`src/rtl/sr_pkg.sv`:
```
// Shared constants and next-state function for the SR flip-flop bank.
// Conflict policy encodings select what a channel does when S and R are both effective.
package sr_pkg;

    localparam logic [1:0] CM_HOLD   = 2'd0;
    localparam logic [1:0] CM_SET    = 2'd1;
    localparam logic [1:0] CM_RESET  = 2'd2;
    localparam logic [1:0] CM_TOGGLE = 2'd3;

    function automatic logic sr_next_q(
        input logic       q,
        input logic       es,
        input logic       er,
        input logic [1:0] mode
    );
        logic nq;
        nq = q;
        case ({es, er})
            2'b10:   nq = 1'b1;
            2'b01:   nq = 1'b0;
            2'b11: begin
                case (mode)
                    CM_HOLD:  nq = q;
                    CM_SET:   nq = 1'b1;
                    CM_RESET: nq = 1'b0;
                    default:  nq = ~q;
                endcase
            end
            default: nq = q;
        endcase
        return nq;
    endfunction

endpackage

```
`src/rtl/sr_ff_cell.sv`:
```
// One SR channel: optional edge qualification, enable, conflict policy and
// separately registered q/qn, plus a flag for an effective S=R=1 this cycle.
module sr_ff_cell
    import sr_pkg::*;
#(
    parameter int   CONFLICT_MODE = 1,
    parameter int   EDGE_MODE     = 0,
    parameter logic RESET_VAL     = 1'b0
) (
    input  logic i_clk,
    input  logic i_rst_n,
    input  logic i_s,
    input  logic i_r,
    input  logic i_en,
    input  logic i_sync_clr,
    output logic o_q,
    output logic o_qn,
    output logic o_hit
);

    localparam logic [1:0] MODE = CONFLICT_MODE[1:0];

    logic r_s_prev;
    logic r_r_prev;
    logic r_q;
    logic r_qn;
    logic w_es;
    logic w_er;
    logic w_q_next;

    // History tracks raw inputs every cycle, independent of enable and sync clear.
    always_ff @(posedge i_clk or negedge i_rst_n) begin
        if (!i_rst_n) begin
            r_s_prev <= 1'b0;
            r_r_prev <= 1'b0;
        end else begin
            r_s_prev <= i_s;
            r_r_prev <= i_r;
        end
    end

    assign w_es = (EDGE_MODE != 0) ? (i_s & ~r_s_prev) : i_s;
    assign w_er = (EDGE_MODE != 0) ? (i_r & ~r_r_prev) : i_r;

    always_comb begin
        w_q_next = r_q;
        if (i_sync_clr)
            w_q_next = RESET_VAL;
        else if (i_en)
            w_q_next = sr_next_q(r_q, w_es, w_er, MODE);
    end

    always_ff @(posedge i_clk or negedge i_rst_n) begin
        if (!i_rst_n) begin
            r_q  <= RESET_VAL;
            r_qn <= ~RESET_VAL;
        end else begin
            r_q  <= w_q_next;
            r_qn <= ~w_q_next;
        end
    end

    assign o_q   = r_q;
    assign o_qn  = r_qn;
    assign o_hit = i_en & ~i_sync_clr & w_es & w_er;

endmodule

```
`src/rtl/sr_ff_bank.sv`:
```
// Bank of WIDTH SR flip-flops with a sticky per-channel conflict flag and a
// saturating count of cycles in which any channel saw an effective conflict.
module sr_ff_bank
    import sr_pkg::*;
#(
    parameter int               WIDTH         = 8,
    parameter int               CONFLICT_MODE = 1,
    parameter int               EDGE_MODE     = 0,
    parameter logic [WIDTH-1:0] RESET_VAL     = '0,
    parameter int               CNT_W         = 8
) (
    input  logic             clk,
    input  logic             rst_n,
    input  logic [WIDTH-1:0] s,
    input  logic [WIDTH-1:0] r,
    input  logic [WIDTH-1:0] en,
    input  logic             sync_clr,
    input  logic             conflict_clr,
    output logic [WIDTH-1:0] q,
    output logic [WIDTH-1:0] qn,
    output logic [WIDTH-1:0] conflict_sticky,
    output logic [CNT_W-1:0] conflict_cnt
);

    if (CONFLICT_MODE < 0 || CONFLICT_MODE > 3 || WIDTH < 1) begin : g_param_err
        $error("sr_ff_bank: CONFLICT_MODE must be 0..3 and WIDTH >= 1");
    end

    logic [WIDTH-1:0] w_hit;
    logic             w_any_hit;
    logic [WIDTH-1:0] r_sticky;
    logic [CNT_W-1:0] r_cnt;

    for (genvar i = 0; i < WIDTH; i++) begin : g_cell
        sr_ff_cell #(
            .CONFLICT_MODE (CONFLICT_MODE),
            .EDGE_MODE     (EDGE_MODE),
            .RESET_VAL     (RESET_VAL[i])
        ) u_cell (
            .i_clk      (clk),
            .i_rst_n    (rst_n),
            .i_s        (s[i]),
            .i_r        (r[i]),
            .i_en       (en[i]),
            .i_sync_clr (sync_clr),
            .o_q        (q[i]),
            .o_qn       (qn[i]),
            .o_hit      (w_hit[i])
        );
    end

    assign w_any_hit = |w_hit;

    // A clear coinciding with a new conflict keeps only that cycle's event.
    always_ff @(posedge clk or negedge rst_n) begin
        if (!rst_n) begin
            r_sticky <= '0;
            r_cnt    <= '0;
        end else if (conflict_clr) begin
            r_sticky <= w_hit;
            r_cnt    <= CNT_W'(w_any_hit);
        end else begin
            r_sticky <= r_sticky | w_hit;
            if (w_any_hit && (r_cnt != '1))
                r_cnt <= r_cnt + CNT_W'(1);
        end
    end

    assign conflict_sticky = r_sticky;
    assign conflict_cnt    = r_cnt;

endmodule

```
`config.mk`:
```
export PLATFORM = sky130hd
export DESIGN_NAME = sr_ff_bank
export DESIGN_NICKNAME = d
export VERILOG_FILES = /design/src/rtl/sr_pkg.sv /design/src/rtl/sr_ff_cell.sv /design/src/rtl/sr_ff_bank.sv
export SDC_FILE = /design/constraint.sdc
export NUM_CORES = 1
export LEC_CHECK = 0
export ABC_AREA = 1
export BUFFER_PORTS_ARGS = -buffer_cell sky130_fd_sc_hd__buf_2
export CAP_MARGIN = 20
export CORE_MARGIN = 2
export CORE_UTILIZATION = 49
export CTS_CLUSTER_SIZE = 40
export DETAILED_ROUTE_END_ITERATION = 8
export GPL_TIMING_DRIVEN = 0
export PLACE_DENSITY = 0.79
export SLEW_MARGIN = 20
export SYNTH_ARGS = -nofsm -noshare
export SYNTH_HDL_FRONTEND = slang
export SYNTH_SLANG_ARGS = --single-unit
```
`constraint.sdc`:
```
create_clock -name clk -period 1.5 [get_ports clk]
set_input_delay 0.45 -clock clk [delete_from_list [all_inputs] [get_ports clk]]
set_output_delay 0.45 -clock clk [all_outputs]
set_load 0.02 [all_outputs]
```
==> flow_summary_export.csv, run 1 <==
group,metric,value,unit
final_layout,num-nets-final,284,
setup_path,cp_cell_sequence,"buf_2",
final_layout,diodes,0,
final_layout,fin_cells,302,
setup_path,critPathMaxStageDelay,470,ps
synthesis,synth_top_area_share,36.59,%
final_layout,drive_above_1_share,42.19,%
synthesis,synth.avg_cell_area,8.506,um2
final_layout,mostFrequentLayoutCells,"nand2_1, buf_2, inv_1, nand3_1, dfrtp_1",
place,routabilityCongestion,0.8074,
drt,drtIter0Drc,57,
synthesis,yosysSeqAreaShare,49.39,%
global_routing,grt_pass1_vias,1282,
place,dp_hpwl,2415,um
floorplan,fp-row-count,21,
drt,vias,1419,
floorplan,core,0.003284,mm2
setup_path,cp_max_fo,5,
setup_path,crit_buf_inv,1,
drt,finalWirelength,3353,um
synthesis,yosysTopAreaCell,"dfrtp_1",
floorplan,io_pins,60,
clocking,clkSlewWorstSetupHoldPaths,110,ps
clocking,cts_sinks,32,
timing,fin_crit,1464,ps
timing,fmax,682.9,MHz
setup_path,critPathSlowestCell,"dfrtp_1",
setup_path,startpoint_type,"register",
setup_path,cp_top_family,"flip-flops",
setup_path,r2r-end,"conflict_cnt[0]",
power_and_ir_drop,p_leak,1.236,nW
power_and_ir_drop,peakVddDrop,0.6316,mV
synthesis,ys_types,27,
drt,dr.pass1.iters,5,
synthesis,async_reset_ff_share,100.0,%
global_routing,antenna_found_initial,0,
power_and_ir_drop,cellPowerDensity,957.1,mW/mm2
place,port_buffers,59,
synthesis,synth_flop_cell,"dfrtp_1",
timing,final_max_slew_viol_count,0,
setup_path,arrival,1010,ps
drt,ant_nets,0,
timing,hold_viol,0,
setup_path,r2r-start,"conflict_cnt[1]",
global_routing,grt_max_degree,33,
timing,setup_tns,0,ps
timing,min_period_over_period,97.62,%
timing,hold_slack,147.3,ps
floorplan,die_area,0.003829,mm2
setup_path,crit_start,"conflict_cnt[2]",
clocking,cts_made_buffers,5,
synthesis,synth-edff-count,0,
place,placed_cells,298,
setup_path,cp-end-kind,"output pin",
drt,routed_via_density,4.699,
setup_path,path_class,"register to output pin",
floorplan,start_util,49.98,%
setup_path,r2r_setup_slack,50,ps
final_layout,final_common_cell,"nand2_1",
timing,slew-limit-headroom,53.31,%
min_path,hold_class,"primary input to asynchronous set/reset pin",
status,status,"complete, no violations",
drt,routedWlPerCell,11.10,um
timing,worst_pin_slew,700.3,ps
power_and_ir_drop,total_power,2.055,mW
synthesis,ys_ff_latch,32,
clocking,root_buffer,"clkbuf_4",
flow_run,max-cap-violations,0,
synthesis,ys_warn_count,0,
synthesis,syn-num-nets,222,
setup_path,critPathRequiredTime,1050,ps
synthesis,syn_area,0.001642,mm2
setup_path,worstRegToRegCells,10,
clocking,clk_path_buf_depth,2,
clocking,ctsHoldBuffers,0,
timing,finalSetupViolations,0,
drt,drc_errors,0,
global_routing,gr-usage-all-layers,19.23,%
clocking,clock_latency,340,ps
floorplan,dieWidth,61.88,um
global_routing,overflow,0,
final_layout,syn_to_final_growth,30.79,%
synthesis,synthCells,193,
timing,fin_skew,8.115,ps
synthesis,ys_top_cells_by_area,"dfrtp_1, dfstp_2, nand2_1",
floorplan,die_y,61.88,um
clocking,cts_tree,"yes",
global_routing,grt_pass1_wl,5292,um
clocking,htree_num_levels,2,
-- worst reg2reg max path, stage by stage (launching register included) --
cell	delay [ps]
dfrtp_2	420
ha_4	150
nand2_2	80
nor2_4	110
nand2_2	70
nor2_4	150
nand2_4	110
nand2_8	90
nand2_4	70
nand2_1	60
nand2_1	40
-- report_power, final --
| part | switching [mW] | internal (mW) |
|---|---|---|
| Clock | 0.307 | 0.347 |
| Combinational | 0.239 | 0.188 |
| Sequential | 0.0424 | 0.931 |
| Total | 0.589 | 1.47 |
-- worst max path at each step --
stage                            to  slack (ps)  cells after the start
finish              conflict_cnt[2]          40                      1
global route        conflict_cnt[6]         -10                     10
CTS                            q[1]          10                      2
detailed placement  conflict_cnt[5]         0.7                     10
global placement    conflict_cnt[0]          10                     10
floorplan           conflict_cnt[0]          40                     10
-- area by class of cell --
class	instances	area [um2]
multi-input combinational	121	645.6
clock buffer	5	37.54
sequential	32	814.5
clock inverter	3	42.54
buffer	8	53.80
inverter	23	87.58
timing repair buffer	64	407.9
tap	46	57.56
fill	293	1137
-- layer usage --
metal  track usage, %  vias to the layer above  share of wire [%]  wire, um
li1                 -                      708                  -         -
met1            22.21                      662                 42      1412
met2            32.78                       41                 51      1703
met3            4.969                        8                4.9       164
met4            10.03                        0                2.1        72
met5                0                        -                  0         0
-- registers in the layout, indices dropped and copies added (netlist names) --
register / flops
conflict_cnt: 8
g_cell.u_cell.o_qn: 8
conflict_sticky: 8
g_cell.u_cell.o_q: 8
-- kinds of logic after synthesis --
logic type,count (synthesis),share of synthesized area [%]
xor+xnor,3,1.601
compound gates,2,0.6092
flops,32,49.39
fa+ha+maj,1,0.7621
simple gates,114,34.45
buf+inv,41,13.19
-- cells in the mapped netlist, types with 2 or more instances --
| cell | instances |
|---|---|
| and2_1 | 8 |
| nand2_2 | 2 |
| nand4_1 | 5 |
| dfstp_2 | 8 |
| nor2_2 | 3 |
| nand2_1 | 54 |
| buf_4 | 16 |
| dfrtp_1 | 24 |
| nand2_4 | 3 |
| xor2_1 | 2 |
| nor2_1 | 11 |
| nor3_1 | 2 |
| nand3_1 | 21 |
| inv_1 | 21 |
-- per-stage QoR --
step	setup WS, ps	cell area (um2)	util [%]
6_report	35.72	2147	65.37
3_3_place_gp	10.88	1997	60.80
2_1_floorplan	38.31	1644	-
5_1_grt	-14.32	2147	65.37
3_5_place_dp	0.7500	1997	60.80
4_1_cts	12.28	2082	63.39
-- repair_timing --
item,4_1_cts,5_1_grt
gates cloned,0,1
resized for setup,16,13
buffers inserted,2,3
endpoints found under the setup margin,11,15
pin swaps,0,4
No activity file was read; power rests on OpenSTA's default activity.
==> run 2: changes to the inputs <==
--- a/config.mk
+++ b/config.mk
@@ -9,11 +9,10 @@
 export BUFFER_PORTS_ARGS = -buffer_cell sky130_fd_sc_hd__buf_2
 export CAP_MARGIN = 20
 export CORE_MARGIN = 2
-export CORE_UTILIZATION = 49
+export CORE_UTILIZATION = 25
 export CTS_CLUSTER_SIZE = 40
 export DETAILED_ROUTE_END_ITERATION = 8
 export GPL_TIMING_DRIVEN = 0
-export PLACE_DENSITY = 0.79
 export SLEW_MARGIN = 20
 export SYNTH_ARGS = -nofsm -noshare
 export SYNTH_HDL_FRONTEND = slang
==> flow_summary_export.csv, run 2 (synthesis gave the netlist of run 1 again) <==
group,metric,value,unit
status,status,"complete, no violations",
setup_path,cp_cell_sequence,"buf_4 > buf_2",
final_layout,syn_to_final_growth,35.21,%
drt,vias,1406,
timing,slew-limit-headroom,50.87,%
timing,fin_ws,30.03,ps
power_and_ir_drop,peakVddDrop,0.4643,mV
min_path,hold_class,"primary input to asynchronous set/reset pin",
floorplan,dieWidth,85.03,um
timing,fin_crit,1470,ps
drt,routedWlPerCell,11.08,um
global_routing,gr-usage-all-layers,10.62,%
drt,finalWirelength,3745,um
final_layout,num-nets-final,289,
place,dp_hpwl,2713,um
setup_path,cp_max_fo,3,
global_routing,grt_pass1_vias,1266,
clocking,root_buffer,"clkbuf_8",
setup_path,arrival,1020,ps
floorplan,die_area,0.007230,mm2
setup_path,r2r-end,"conflict_cnt[4]",
clocking,clkSlewWorstSetupHoldPaths,80,ps
timing,finalSetupViolations,0,
setup_path,r2r-start,"conflict_cnt[1]",
final_layout,mostFrequentLayoutCells,"nand2_1, buf_2, dfrtp_1",
setup_path,critPathSlowestCell,"dfrtp_2",
setup_path,r2r_setup_slack,80,ps
place,routabilityCongestion,0.7768,
place,dp_slack,-69.57,ps
flow_run,max-cap-violations,0,
clocking,clk_path_buf_depth,2,
clocking,clock_latency,290,ps
setup_path,crit_buf_inv,2,
place,port_buffers,59,
global_routing,grtUsageMet1,13.74,%
clocking,cts_made_buffers,5,
timing,hold_slack,223.4,ps
setup_path,worstRegToRegCells,10,
floorplan,fp-row-count,29,
global_routing,antenna_found_initial,0,
drt,routed_via_density,4.160,
timing,worst_pin_slew,737.0,ps
clocking,htree_num_levels,2,
drt,drc_errors,0,
timing,hold_viol,0,
final_layout,diodes,0,
timing,min_period_over_period,98.00,%
global_routing,gr-max-usage-layer,"met2",
power_and_ir_drop,cellPowerDensity,1006,mW/mm2
final_layout,nFillCells,663,
timing,fmax,680.3,MHz
clocking,cts_sinks,32,
place,placed_cells,329,
setup_path,critPathMaxStageDelay,440,ps
setup_path,critPathRequiredTime,1050,ps
power_and_ir_drop,p_leak,1.263,nW
global_routing,gr-usage-met2,16.19,%
global_routing,grt_max_degree,33,
floorplan,die_y,85.03,um
floorplan,io_pins,60,
drt,ant_nets,0,
clocking,ctsHoldBuffers,0,
timing,final_max_slew_viol_count,0,
setup_path,cp-end-kind,"output pin",
setup_path,cp_top_family,"flip-flops",
final_layout,fin_cells,338,
global_routing,overflow,0,
setup_path,startpoint_type,"register",
drt,drtIter0Drc,60,
timing,setup_tns,0,ps
global_routing,grt_util_met3,4.572,%
setup_path,path_class,"register to output pin",
drt,dr.pass1.iters,4,
timing,fin_skew,10.99,ps
global_routing,grt_pass1_wl,6023,um
clocking,cts_tree,"yes",
floorplan,core,0.006350,mm2
floorplan,start_util,25.85,%
final_layout,drive_above_1_share,43.30,%
==> run 2: layer usage <==
metal  vias to the layer above  share of wire (%)
li1                        717                  -
met1                       640                 46
met2                        45                 47
met3                         4                6.7
met4                         0               0.91
met5                         -                  0
==> run 2: worst max-delay path by stage <==
stage,from,endpoint,slack [ps],cells past startpoint
detailed placement,sync_clr,conflict_cnt[7],-70,9
finish,conflict_cnt[1],conflict_cnt[1],30,2
floorplan,conflict_cnt[0],conflict_cnt[0],40,10
global route,conflict_cnt[0],conflict_cnt[0],-4,10
global placement,sync_clr,conflict_cnt[7],-70,9
CTS,conflict_cnt[1],conflict_cnt[4],0.09,10
==> run 2: through the flow <==
step / area [um2] / power (mW) / util (%)
6_report: 2220 / 2.232 / 34.96
5_1_grt: 2220 / 2.360 / 34.96
4_1_cts: 2160 / 2.232 / 34.01
3_5_place_dp: 2036 / 1.378 / 32.06
3_3_place_gp: 2036 / 1.374 / 32.06
2_1_floorplan: 1644 / 1.221 / -
==> run 2: power by group <==
part           total [mW]  internal, mW  switching, mW
logic               0.422         0.181          0.241
registers           0.974         0.931         0.0430
clock network       0.836         0.492          0.345
==> run 2: area by class of cell <==
cell class / instances / area (um2) / area share [%]
Buffer: 16 / 113.9 / 5.130
Clock buffer: 5 / 68.82 / 3.100
Clock inverter: 3 / 42.54 / 1.917
Inverter: 23 / 87.58 / 3.946
Multi-Input combinational cell: 121 / 648.1 / 29.20
Sequential cell: 32 / 813.3 / 36.64
Tap cell: 77 / 96.34 / 4.340
Timing Repair Buffer: 61 / 349.1 / 15.73
==> run 2: what timing repair did <==
| action | CTS | global route |
|---|---|---|
| endpoints found under the setup margin | 5 | 15 |
| buffers inserted | 0 | 2 |
| cloned | 0 | 1 |
| resized for setup | 5 | 13 |
| pin swaps | 0 | 4 |
